[src/rtl/fproc_rr_arbiter_pkg.sv]
`default_nettype none
// ============================================================================
// Package    : fproc_arb_pkg
// Purpose    : shared FSM encoding, error-fill constant and the round-robin
//              index helper used by the fproc arbiter.
// Revision   : 1.0 - initial release
// ============================================================================
package fproc_arb_pkg;

  typedef enum logic [1:0] {
    IDLE  = 2'd0,
    ISSUE = 2'd1,
    WAIT  = 2'd2
  } fproc_arb_state_t;

  localparam int FPROC_ERR_MAX_W = 256;
  localparam logic [FPROC_ERR_MAX_W-1:0] FPROC_ERR_RESULT = '1;

  // Core index reached by stepping 'off' places past 'base', wrapping at n.
  function automatic int rr_wrap(input int base, input int off, input int n);
    return (base + off) % n;
  endfunction

endpackage
`default_nettype wire

[src/rtl/fproc_rr_arbiter_rr_priority_sel.sv]
`default_nettype none
// ============================================================================
// Module     : rr_priority_sel
// Purpose    : combinational round-robin pick of the first request above
//              last_grant, wrapping modulo N_CORES.
// Revision   : 1.0 - initial release
// ============================================================================
module rr_priority_sel
  import fproc_arb_pkg::*;
#(
  parameter int N_CORES = 4
) (
  input  logic [N_CORES-1:0]         req,
  input  logic [$clog2(N_CORES)-1:0] last_grant,
  output logic [$clog2(N_CORES)-1:0] grant,
  output logic                       any_req
);

  localparam int IDX_W = $clog2(N_CORES);

  // Walk from the farthest offset down so the nearest requester is written last.
  always_comb begin
    grant   = '0;
    any_req = 1'b0;
    for (int k = N_CORES; k >= 1; k--) begin
      if (req[IDX_W'(rr_wrap(int'(last_grant), k, N_CORES))]) begin
        grant   = IDX_W'(rr_wrap(int'(last_grant), k, N_CORES));
        any_req = 1'b1;
      end
    end
  end

endmodule
`default_nettype wire

[src/rtl/fproc_rr_arbiter.sv]
`default_nettype none
// ============================================================================
// Module     : fproc_rr_arbiter
// Purpose    : round-robin sharing of one fproc backend among N_CORES cores;
//              optional WAIT watchdog enabled by FPROC_ARB_TIMEOUT_EN.
// Revision   : 1.0 - initial release
// ============================================================================
module fproc_rr_arbiter
  import fproc_arb_pkg::*;
#(
  parameter int N_CORES            = 4,
  parameter int FPROC_ID_WIDTH     = 8,
  parameter int FPROC_RESULT_WIDTH = 32,
  parameter int TIMEOUT_CYCLES     = 16
) (
  input  logic                                  clk,
  input  logic                                  reset,
  input  logic [N_CORES-1:0]                    core_en,
  input  logic [N_CORES*FPROC_ID_WIDTH-1:0]     core_id,
  output logic [N_CORES-1:0]                    core_ready,
  output logic [N_CORES*FPROC_RESULT_WIDTH-1:0] core_data,
  output logic                                  fp_enable,
  output logic [FPROC_ID_WIDTH-1:0]             fp_id,
  input  logic                                  fp_ready,
  input  logic [FPROC_RESULT_WIDTH-1:0]         fp_data,
  output logic                                  busy,
  output logic                                  timeout_err
);

  localparam int IDX_W = $clog2(N_CORES);

  fproc_arb_state_t state_q, state_d;

  logic [N_CORES-1:0]            pending_q, pending_d;
  logic [N_CORES-1:0]            accept, clear;
  logic [IDX_W-1:0]              grant_q, last_grant_q, sel_grant;
  logic                          sel_any;
  logic                          load_grant, complete;
  logic [FPROC_RESULT_WIDTH-1:0] resp_data;
  logic [FPROC_ID_WIDTH-1:0]     fp_id_q;
  logic [N_CORES-1:0]            core_ready_q;

  logic [FPROC_ID_WIDTH-1:0]     id_in  [N_CORES];
  logic [FPROC_ID_WIDTH-1:0]     id_q   [N_CORES];
  logic [FPROC_RESULT_WIDTH-1:0] data_q [N_CORES];

`ifdef FPROC_ARB_TIMEOUT_EN
  localparam int CNT_W = $clog2(TIMEOUT_CYCLES + 1);
  logic [CNT_W-1:0] wait_cnt_q;
  logic             timeout_hit;
  logic             timeout_err_q;
`endif

  for (genvar i = 0; i < N_CORES; i++) begin : g_core
    assign id_in[i] = core_id[i*FPROC_ID_WIDTH +: FPROC_ID_WIDTH];
    assign core_data[i*FPROC_RESULT_WIDTH +: FPROC_RESULT_WIDTH] = data_q[i];
  end

  rr_priority_sel #(
    .N_CORES (N_CORES)
  ) u_sel (
    .req        (pending_q),
    .last_grant (last_grant_q),
    .grant      (sel_grant),
    .any_req    (sel_any)
  );

  always_comb begin
    state_d    = state_q;
    load_grant = 1'b0;
    complete   = 1'b0;
    resp_data  = fp_data;
`ifdef FPROC_ARB_TIMEOUT_EN
    timeout_hit = 1'b0;
`endif
    case (state_q)
      IDLE: begin
        if (sel_any) begin
          state_d    = ISSUE;
          load_grant = 1'b1;
        end
      end
      // A result presented while still in ISSUE is deliberately not sampled.
      ISSUE: state_d = WAIT;
      WAIT: begin
        if (fp_ready) begin
          complete = 1'b1;
          state_d  = IDLE;
        end
`ifdef FPROC_ARB_TIMEOUT_EN
        else if (wait_cnt_q == CNT_W'(TIMEOUT_CYCLES - 1)) begin
          complete    = 1'b1;
          timeout_hit = 1'b1;
          resp_data   = FPROC_ERR_RESULT[FPROC_RESULT_WIDTH-1:0];
          state_d     = IDLE;
        end
`endif
      end
      default: state_d = IDLE;
    endcase
  end

  // A strobe landing on the same edge that retires that core re-arms it.
  always_comb begin
    clear = '0;
    if (complete) clear[grant_q] = 1'b1;
    accept    = core_en & (~pending_q | clear);
    pending_d = (pending_q & ~clear) | accept;
  end

  always_ff @(posedge clk) begin
    if (reset) begin
      state_q      <= IDLE;
      pending_q    <= '0;
      grant_q      <= '0;
      last_grant_q <= IDX_W'(N_CORES - 1);
      fp_id_q      <= '0;
      core_ready_q <= '0;
      for (int i = 0; i < N_CORES; i++) begin
        id_q[i]   <= '0;
        data_q[i] <= '0;
      end
    end else begin
      state_q      <= state_d;
      pending_q    <= pending_d;
      core_ready_q <= clear;
      for (int i = 0; i < N_CORES; i++) begin
        if (accept[i]) id_q[i] <= id_in[i];
      end
      if (load_grant) begin
        grant_q <= sel_grant;
        fp_id_q <= id_q[sel_grant];
      end
      if (complete) begin
        data_q[grant_q] <= resp_data;
        last_grant_q    <= grant_q;
      end
    end
  end

`ifdef FPROC_ARB_TIMEOUT_EN
  // Cleared in ISSUE so it reads zero on the first WAIT cycle.
  always_ff @(posedge clk) begin
    if (reset) begin
      wait_cnt_q    <= '0;
      timeout_err_q <= 1'b0;
    end else begin
      timeout_err_q <= timeout_hit;
      if (state_q == WAIT) wait_cnt_q <= wait_cnt_q + CNT_W'(1);
      else                 wait_cnt_q <= '0;
    end
  end

  assign timeout_err = timeout_err_q;
`else
  logic unused_timeout_cfg;
  assign unused_timeout_cfg = (TIMEOUT_CYCLES != 0);
  assign timeout_err        = 1'b0;
`endif

  assign fp_enable  = (state_q == ISSUE);
  assign busy       = (state_q != IDLE);
  assign fp_id      = fp_id_q;
  assign core_ready = core_ready_q;

endmodule
`default_nettype wire

[config.mk]
export PLATFORM = sky130hd
export DESIGN_NAME = fproc_rr_arbiter
export DESIGN_NICKNAME = d
export VERILOG_FILES = /design/src/rtl/fproc_rr_arbiter_pkg.sv /design/src/rtl/fproc_rr_arbiter_rr_priority_sel.sv /design/src/rtl/fproc_rr_arbiter.sv
export SDC_FILE = /design/constraint.sdc
export NUM_CORES = 1
export LEC_CHECK = 0
export ABC_AREA = 1
export CORE_AREA = 2 2 123 125
export DETAILED_ROUTE_END_ITERATION = 8
export DIE_AREA = 0 0 125 127
export GPL_TIMING_DRIVEN = 0
export PLACE_DENSITY = 0.92
export SYNTH_ARGS = -nofsm -noshare
export SYNTH_HDL_FRONTEND = slang
export SYNTH_SLANG_ARGS = --single-unit
[constraint.sdc]
create_clock -name clk -period 6.4 [get_ports clk]
set_input_delay 1.6 -clock clk [delete_from_list [all_inputs] [get_ports clk]]
set_output_delay 1.6 -clock clk [all_outputs]
set_load 0.01 [all_outputs]
# Word level (Yosys, flattened, before mapping)
# Memories as Yosys holds them, arrays and structs flattened. A register that Yosys moved wholly into a read port is not among the register bits.
# Index checks and enable logic that the tools add are counted.
# W data, S select, Z words.
# totals
ff_bits	14
mem_bits_rw	160
input_bits	71
out_inout_bits	143
n_memories	2
# memory_table
memory	words	width	read_ports	rd_clocked_by_memory_dff	wr	line	source
data_q	4	32	4	0	4	fproc_rr_arbiter.sv:45	logic [FPROC_RESULT_WIDTH-1:0] data_q [N_CORES];
id_q	4	8	1	1	4	fproc_rr_arbiter.sv:44	logic [FPROC_ID_WIDTH-1:0] id_q [N_CORES];
# op_classes
n_addsub	4
magnitude_cmp	6
n_eq_ne	4
n_mux	54
n_bitwise	10
reduce_logical	5
# ops
cell	n
$mux W1	35
$mux W32	1
$mux W8	4
$reduce_or A32 Y1	1
$lt A2 B4 Y1 const B	4
$mux W2	7
$and A4 B4 Y4	2
$bmux W1 S2	4
$not A4 Y4	2
$or A4 B4 Y4	2
$pmux W2 S3	1
$add A2 B1 Y2 const B	2
$add A2 B2 Y2 const B	2
$mux W4	1
$ne A2 B2 Y1 const B	2
$or A1 B1 Y1	4
$lt A2 B3 Y1 const B	1
$demux W1 S2	1
$eq A2 B1 Y1 const B	1
$eq A2 B2 Y1 const B	1
$ge A2 B1 Y1 const B	1
$logic_not A2 Y1	1
$reduce_and A2 Y1	1
$reduce_bool A2 Y1	1
$logic_and A1 B1 Y1	1

# Logic depth before layout (Yosys ltp)
# Gate-level depths: netlist (run 1).
# logic_depth
ltp_word	11
ltp_mapped	14
mapped_depth_nobuf	14

# Modules after synthesis
# A second synthesis (run 1) with hierarchy kept.
# hier_totals
hier_cells	668
hier_area_um2	7512.2
# modules_own_cells
module	n_inst	cells_per_inst	area_per_inst_um2	seq_area_each_um2
fproc_rr_arbiter	1	619	7285.7	5245.0
rr_priority_sel	1	49	226.5	0.0

# Worst setup path before layout (run 1)
# Ideal clock, no wire load.
# synth_timing
path_kind	input port to flip-flop
from	in fp_ready
to	mem data_q[1][0] (enable)
setup_time_ps	389
arrival_time_ps	2955
t_required_ps	6011
path_slack_ps	3055
path_stages	7
n_path_buf	1
path_cell_list	nand2_1 > nor2_1 > inv_1 > nor2_1 > inv_2 > clkbuf_1 > nand2_1
# synth_rtl
item	line	source
start, declared	fproc_rr_arbiter.sv:24	input logic fp_ready,
end, declared	fproc_rr_arbiter.sv:45	

==> results of run 1 <==
## cells by family after synthesis
group,after synthesis,synth area share
other,1,0.000514
DFF,182,0.718
AOI/OAI and AO/OA,11,0.00874
and+or+nand+nor,321,0.190
buffers and inverters,149,0.0828
## registers in the layout, indices dropped and copies added (netlist names)
name          flops
core_ready        4
id_q             32
fp_id             8
state_q           2
grant_q           2
last_grant_q      2
data_q          128
pending_q         4
## worst min-delay path, cell delays in order (launching register included)
cell	delay (ns)
dfxtp_1	0.33
nand2_1	0.10
a21oi_1	0.07
## final cells by class
type,count,area [µm²]
sequential,182,5250
antenna,2,5.00
timing repair buffer,214,2180
buffer,21,124
clock inverter,14,175
clock buffer,18,429
fill,975,4100
tap,184,230
inverter,128,480
multi-input combinational,333,1460
## synth_stat cells
cell type / instances / area, µm²
edfxtp_1: 160 / 4800
nor2_1: 156 / 586
inv_1: 121 / 454
nand2_1: 89 / 334
nand3_1: 50 / 250
dfxtp_1: 22 / 440
nand2_2: 10 / 62.6
nand3_2: 8 / 80.1
clkbuf_1: 7 / 26.3
a21oi_1: 6 / 30.0
inv_2: 6 / 22.5
buf_2: 5 / 25.0
buf_1: 4 / 15.0
nor3_1: 4 / 20.0
nand2_4: 3 / 33.8
buf_4: 2 / 15.0
buf_6: 2 / 22.5
o21ai_0: 2 / 10.0
buf_12: 1 / 20.0
clkinv_1: 1 / 3.75
conb_1: 1 / 3.75
nand3_4: 1 / 17.5
o211ai_1: 1 / 7.51
o21a_1: 1 / 7.51
o21ai_2: 1 / 8.76
## worst min path at each step
stage	from	to	slack (ns)	cells past startpoint
after detailed placement	pending_q[3]	pending_q[3]	0.54	2
after global placement	pending_q[0]	pending_q[0]	0.53	2
after floorplan	pending_q[3]	pending_q[3]	0.48	2
after CTS	pending_q[3]	pending_q[3]	0.55	2
final	pending_q[0]	pending_q[0]	0.55	2
after global routing	pending_q[1]	pending_q[1]	0.60	2
## where the power goes
part	internal, mW	switching, mW	total [mW]
registers	1.36	0.0334	1.40
logic	0.199	0.234	0.434
clock network	0.619	0.455	1.07
total	2.18	0.722	2.90
## metrics by stage
step | instance area, µm² | power (mW) | util | instances
6_report | 10300 | 2.90 | 0.716 | 1096
3_3_place_gp | 9650 | 1.83 | 0.669 | 1060
3_5_place_dp | 9710 | 1.85 | 0.673 | 1062
2_1_floorplan | 7300 | 1.64 | - | 664
5_1_grt | 10300 | 3.00 | 0.716 | 1096
4_1_cts | 10300 | 2.91 | 0.715 | 1094
## layer usage
layer | wire length, µm | up-vias | GRT usage
met5 | 0 | - | 0
met4 | 452 | 0 | 0.0993
met3 | 1610 | 34 | 0.0590
met2 | 9970 | 319 | 0.439
met1 | 6860 | 2596 | 0.278
li1 | - | 2579 | -
==> results.sh, run 1 <==
export IMPL_cts_tree="yes"
export IMPL_max_slew_margin_rel=0.403
export IMPL_finalWorstSetupSlack_ns=2.55
export IMPL_syn_area_per_cell_um2=11.0
export IMPL_path_cells="clkdlybuf4s50_1, buf_2, inv_1, clkbuf_1, nand2_1, buf_16"
export IMPL_critical_path_arrival_ns=4.03
export IMPL_die_h_um=127
export IMPL_initial_utilization=0.506
export IMPL_maxCapViolCount=0
export IMPL_tns_ns=0
export IMPL_r2r_end="data_q[1][28]"
export IMPL_hold_viol_final=0
export IMPL_ys_ff_latch=182
export IMPL_syn_cell_area_um2=7300
export IMPL_cts_resized=0
export IMPL_grt_pass1_vias=5426
export IMPL_die_w_um=125
export IMPL_clk_pin_slew_ns=0.07
export IMPL_irDropWorstVdd_mv=0.182
export IMPL_fin_crit_ns=3.85
export IMPL_reg2reg_depth=9
export IMPL_drt_pre_antenna_iters=4
export IMPL_required_ns=6.58
export IMPL_max_stage_delay_ns=0.65
export IMPL_grt_pass1_wl_um=29300
export IMPL_io_buffers=212
export IMPL_skew_ns=0.00690
export IMPL_status="finished, final reports clean"
export IMPL_crit_cells=6
export IMPL_final_layout_size_suffix_gt1_frac=0.0802
export IMPL_drt_iter0_markers=460
export IMPL_worstSetupPathType="in2reg"
export IMPL_rows=44
export IMPL_p_leak_nw=4.37
export IMPL_cp_num_buf_inv=5
export IMPL_routabilityCongestion=0.890
export IMPL_rsz0062_at_grt="no"
export IMPL_die_area_um2=15900
export IMPL_viasPerCell=5.04
export IMPL_vias=5528
export IMPL_cts_max_level=4
export IMPL_wl_per_cell_um=17.2
export IMPL_syn_num_nets=735
export IMPL_yosysSeqAreaShare=0.718
export IMPL_root_buffer="clkbuf_16"
export IMPL_startpoint="reset"
export IMPL_nets=968
export IMPL_final_common_cell="clkdlybuf4s50_1"
export IMPL_wirelength_um=18900
export IMPL_fmax_mhz=260
export IMPL_track_usage=0.243
export IMPL_drv_slew=0
export IMPL_hold_class="reg2reg"
export IMPL_cts_buffers=17
export IMPL_critPathCapture="data_q[0][12]"
export IMPL_clockBufferDepth=2
export IMPL_dpl_hpwl_um=13600
export IMPL_min_period_over_period=0.601
export IMPL_powerDensity_nw_per_um2=281
export IMPL_setup_viol=0
export IMPL_holdWs_ns=0.552
export IMPL_overflow=0
export IMPL_antenna_found_initial=2
export IMPL_rr_startpoint="state_q[0]"
export IMPL_crit_family="buffers and inverters"
export IMPL_regToRegSetupSlack_ns=3.80
export IMPL_slowest_stage="nand2_1"
export IMPL_pin_count=214
export IMPL_drc=0
export IMPL_ys_types=25
export IMPL_syn_to_final_growth_pct=41.4
export IMPL_netlist_instances=664
export IMPL_dpl_worst_slack_ns=2.09
export IMPL_yosysWarningCount=0
export IMPL_worstSetupStartpointType="primary input"
export IMPL_antenna_left=0
export IMPL_critPathCaptureType="flip-flop"
export IMPL_cts_hold_fix_buffers=0
export IMPL_clock_latency_ns=0.43
export IMPL_critPathMaxFanout=18
export IMPL_coreArea_um2=14400
export IMPL_final_cell_mix="clkdlybuf4s50_1, edfxtp_1, nor2_1"
export IMPL_cts_setup_buffers=0
export IMPL_grt_max_degree=33
export IMPL_clkSinkCount=182
export IMPL_worst_pin_slew_ns=0.893
No activity file was read; power rests on OpenSTA's default activity.
==> run 2, diff against run 1 <==
--- a/config.mk
+++ b/config.mk
@@ -6,11 +6,11 @@
 export NUM_CORES = 1
 export LEC_CHECK = 0
 export ABC_AREA = 1
-export CORE_AREA = 2 2 123 125
+export CORE_AREA = 2 2 134 136
 export DETAILED_ROUTE_END_ITERATION = 8
-export DIE_AREA = 0 0 125 127
+export DIE_AREA = 0 0 136 138
 export GPL_TIMING_DRIVEN = 0
-export PLACE_DENSITY = 0.92
+export PLACE_DENSITY = 0.83
 export SYNTH_ARGS = -nofsm -noshare
 export SYNTH_HDL_FRONTEND = slang
 export SYNTH_SLANG_ARGS = --single-unit
==> constraint.sdc (replaced) <==
create_clock -name clk -period 3.5 [get_ports clk]
set_input_delay 0.875 -clock clk [delete_from_list [all_inputs] [get_ports clk]]
set_output_delay 0.875 -clock clk [all_outputs]
set_load 0.01 [all_outputs]
==> run 2 against run 1 <==
  * Via count fell by 3.5%
  * Clock skew rose by 0.00054 ns
  * Sequential power rose by 82%
  * Cell count rose by 3.6%
  * Combinational power rose by 80%
  * Clock power rose by 77%
  * Register-to-register slack got worse by 2.8 ns
  * Global-route usage fell by 4.0 points
  * Highest routed layer unchanged
  * Design area fell by 0.18%
  * Sequential cell count did not move
==> results.sh, run 2 (synthesis results as in run 1) <==
export IMPL_status="finished, final reports clean"
export IMPL_antenna_left=0
export IMPL_clk_pin_slew_ns=0.07
export IMPL_p_switching_mw=1.36
export IMPL_cts_resized=0
export IMPL_fmax_mhz=323
export IMPL_rr_startpoint="state_q[1]"
export IMPL_critPathMaxFanout=32
export IMPL_skew_ns=0.00744
export IMPL_clockBufferDepth=2
export IMPL_largest_reg_flops=128
export IMPL_final_cells=1136
export IMPL_rsz0062_at_grt="no"
export IMPL_drt_pre_antenna_iters=4
export IMPL_fill_cells=1448
export IMPL_drv_slew=0
export IMPL_required_ns=3.46
export IMPL_hold_class="reg2reg"
export IMPL_syn_to_final_growth_pct=41.1
export IMPL_cts_hold_fix_buffers=0
export IMPL_antenna_found_initial=0
export IMPL_clock_latency_ns=0.43
export IMPL_cp_num_buf_inv=4
export IMPL_cts_buffers=17
export IMPL_pwr_share_clk=0.362
export IMPL_critical_path_arrival_ns=3.06
export IMPL_final_common_cell="clkdlybuf4s50_1"
export IMPL_intPower_mw=3.86
export IMPL_max_slew_margin_rel=0.387
export IMPL_max_stage_delay_ns=0.70
export IMPL_min_from="pending_q[0]"
export IMPL_worstSetupStartpointType="primary input"
export IMPL_path_cells="clkdlybuf4s50_1, buf_2, inv_1, clkbuf_1, nand2_2"
export IMPL_irDropWorstVdd_mv=0.371
export IMPL_initial_utilization=0.416
export IMPL_wl_per_cell_um=16.2
export IMPL_maxCapViolCount=0
export IMPL_postPlaceCellArea_um2=9720
export IMPL_grt_pass1_wl_um=28600
export IMPL_final_cell_area_um2=10300
export IMPL_io_buffers=212
export IMPL_worst_pin_slew_ns=0.917
export IMPL_worstSetupPathType="in2reg"
export IMPL_final_layout_size_suffix_gt1_frac=0.0816
export IMPL_final_cell_mix="clkdlybuf4s50_1, edfxtp_1, nor2_1"
export IMPL_p_comb_frac=0.149
export IMPL_viasPerCell=4.70
export IMPL_grt_pass1_vias=5325
export IMPL_cts_setup_buffers=0
export IMPL_die_h_um=138
export IMPL_rows=49
export IMPL_startpoint="reset"
export IMPL_setup_viol=0
export IMPL_wirelength_um=18400
export IMPL_antenna_cells=0
export IMPL_die_w_um=136
export IMPL_drc=0
export IMPL_grt_max_degree=33
export IMPL_top_register="data_q"
export IMPL_dpl_hpwl_um=13100
export IMPL_critPathCaptureType="flip-flop"
export IMPL_p_leak_nw=4.34
export IMPL_fin_crit_ns=3.10
export IMPL_nets=966
export IMPL_coreArea_um2=17500
export IMPL_crit_family="buffers and inverters"
export IMPL_die_area_um2=18800
export IMPL_vias=5336
export IMPL_slowest_stage="nand2_2"
export IMPL_cts_tree="yes"
export IMPL_routabilityCongestion=0.911
export IMPL_power_frac_seq=0.488
export IMPL_track_usage=0.203
export IMPL_cts_max_level=4
export IMPL_swShare=0.260
export IMPL_powerDensity_nw_per_um2=507
export IMPL_drt_iter0_markers=315
export IMPL_placed_cells=1105
export IMPL_pin_count=214
export IMPL_hold_viol_final=0
export IMPL_overflow=0
export IMPL_min_period_over_period=0.885
export IMPL_clkSinkCount=182
export IMPL_root_buffer="clkbuf_16"
==> run 2: power groups by stage <==
stage | registers [mW] | clock network [mW] | logic, mW
after global placement | 2.59 | 0 | 0.762
after CTS | 2.55 | 1.91 | 0.784
after global routing | 2.56 | 2.01 | 0.859
after detailed placement | 2.60 | 0 | 0.779
after floorplan | 2.63 | 0 | 0.359
final | 2.55 | 1.89 | 0.780
==> run 2: area by class of cell <==
class | instances | area [µm²] | share of cell area
Multi-Input combinational cell | 333 | 1460 | 0.142
Inverter | 128 | 480 | 0.0466
Clock buffer | 17 | 425 | 0.0413
Tap cell | 229 | 287 | 0.0278
Timing Repair Buffer | 212 | 2120 | 0.206
Sequential cell | 182 | 5250 | 0.509
Buffer | 21 | 124 | 0.0120
Clock inverter | 14 | 159 | 0.0154
==> run 2: worst min-delay path, delay by kind of cell (launching register included) <==
kind	cells	cell delay, ns
flops	1	0.33
simple gates	1	0.11
compound gates	1	0.07
==> run 2: stage by stage <==
stage	hold slack (ns)	setup TNS (ns)	total power, mW	util	worst slack (ns)
after detailed placement	0.542	-7.92	3.38	0.554	-0.101
final	0.557	0	5.22	0.588	0.401
after global routing	0.597	0	5.43	0.588	0.244
after CTS	0.553	0	5.25	0.588	0.324
after global placement	0.532	-67.89	3.36	0.554	-0.592
after floorplan	0.481	0	2.99	-	0.880
==> run 2: worst paths after layout <==
path                            cells after the start            end  slack [ns]
worst max-delay path                                5  data_q[3][18]        0.40
worst min-delay path                                2   pending_q[0]        0.56
worst max register to register                      7  data_q[2][21]        0.98
worst min register to register                      2   pending_q[0]        0.56
==> run 2: layer usage <==
| layer | routed length, µm | vias to the layer above | track usage |
|---|---|---|---|
| li1 | - | 2566 | - |
| met1 | 6760 | 2459 | 0.234 |
| met2 | 9550 | 282 | 0.360 |
| met3 | 1620 | 29 | 0.0513 |
| met4 | 424 | 0 | 0.0768 |
| met5 | 0 | - | 0 |
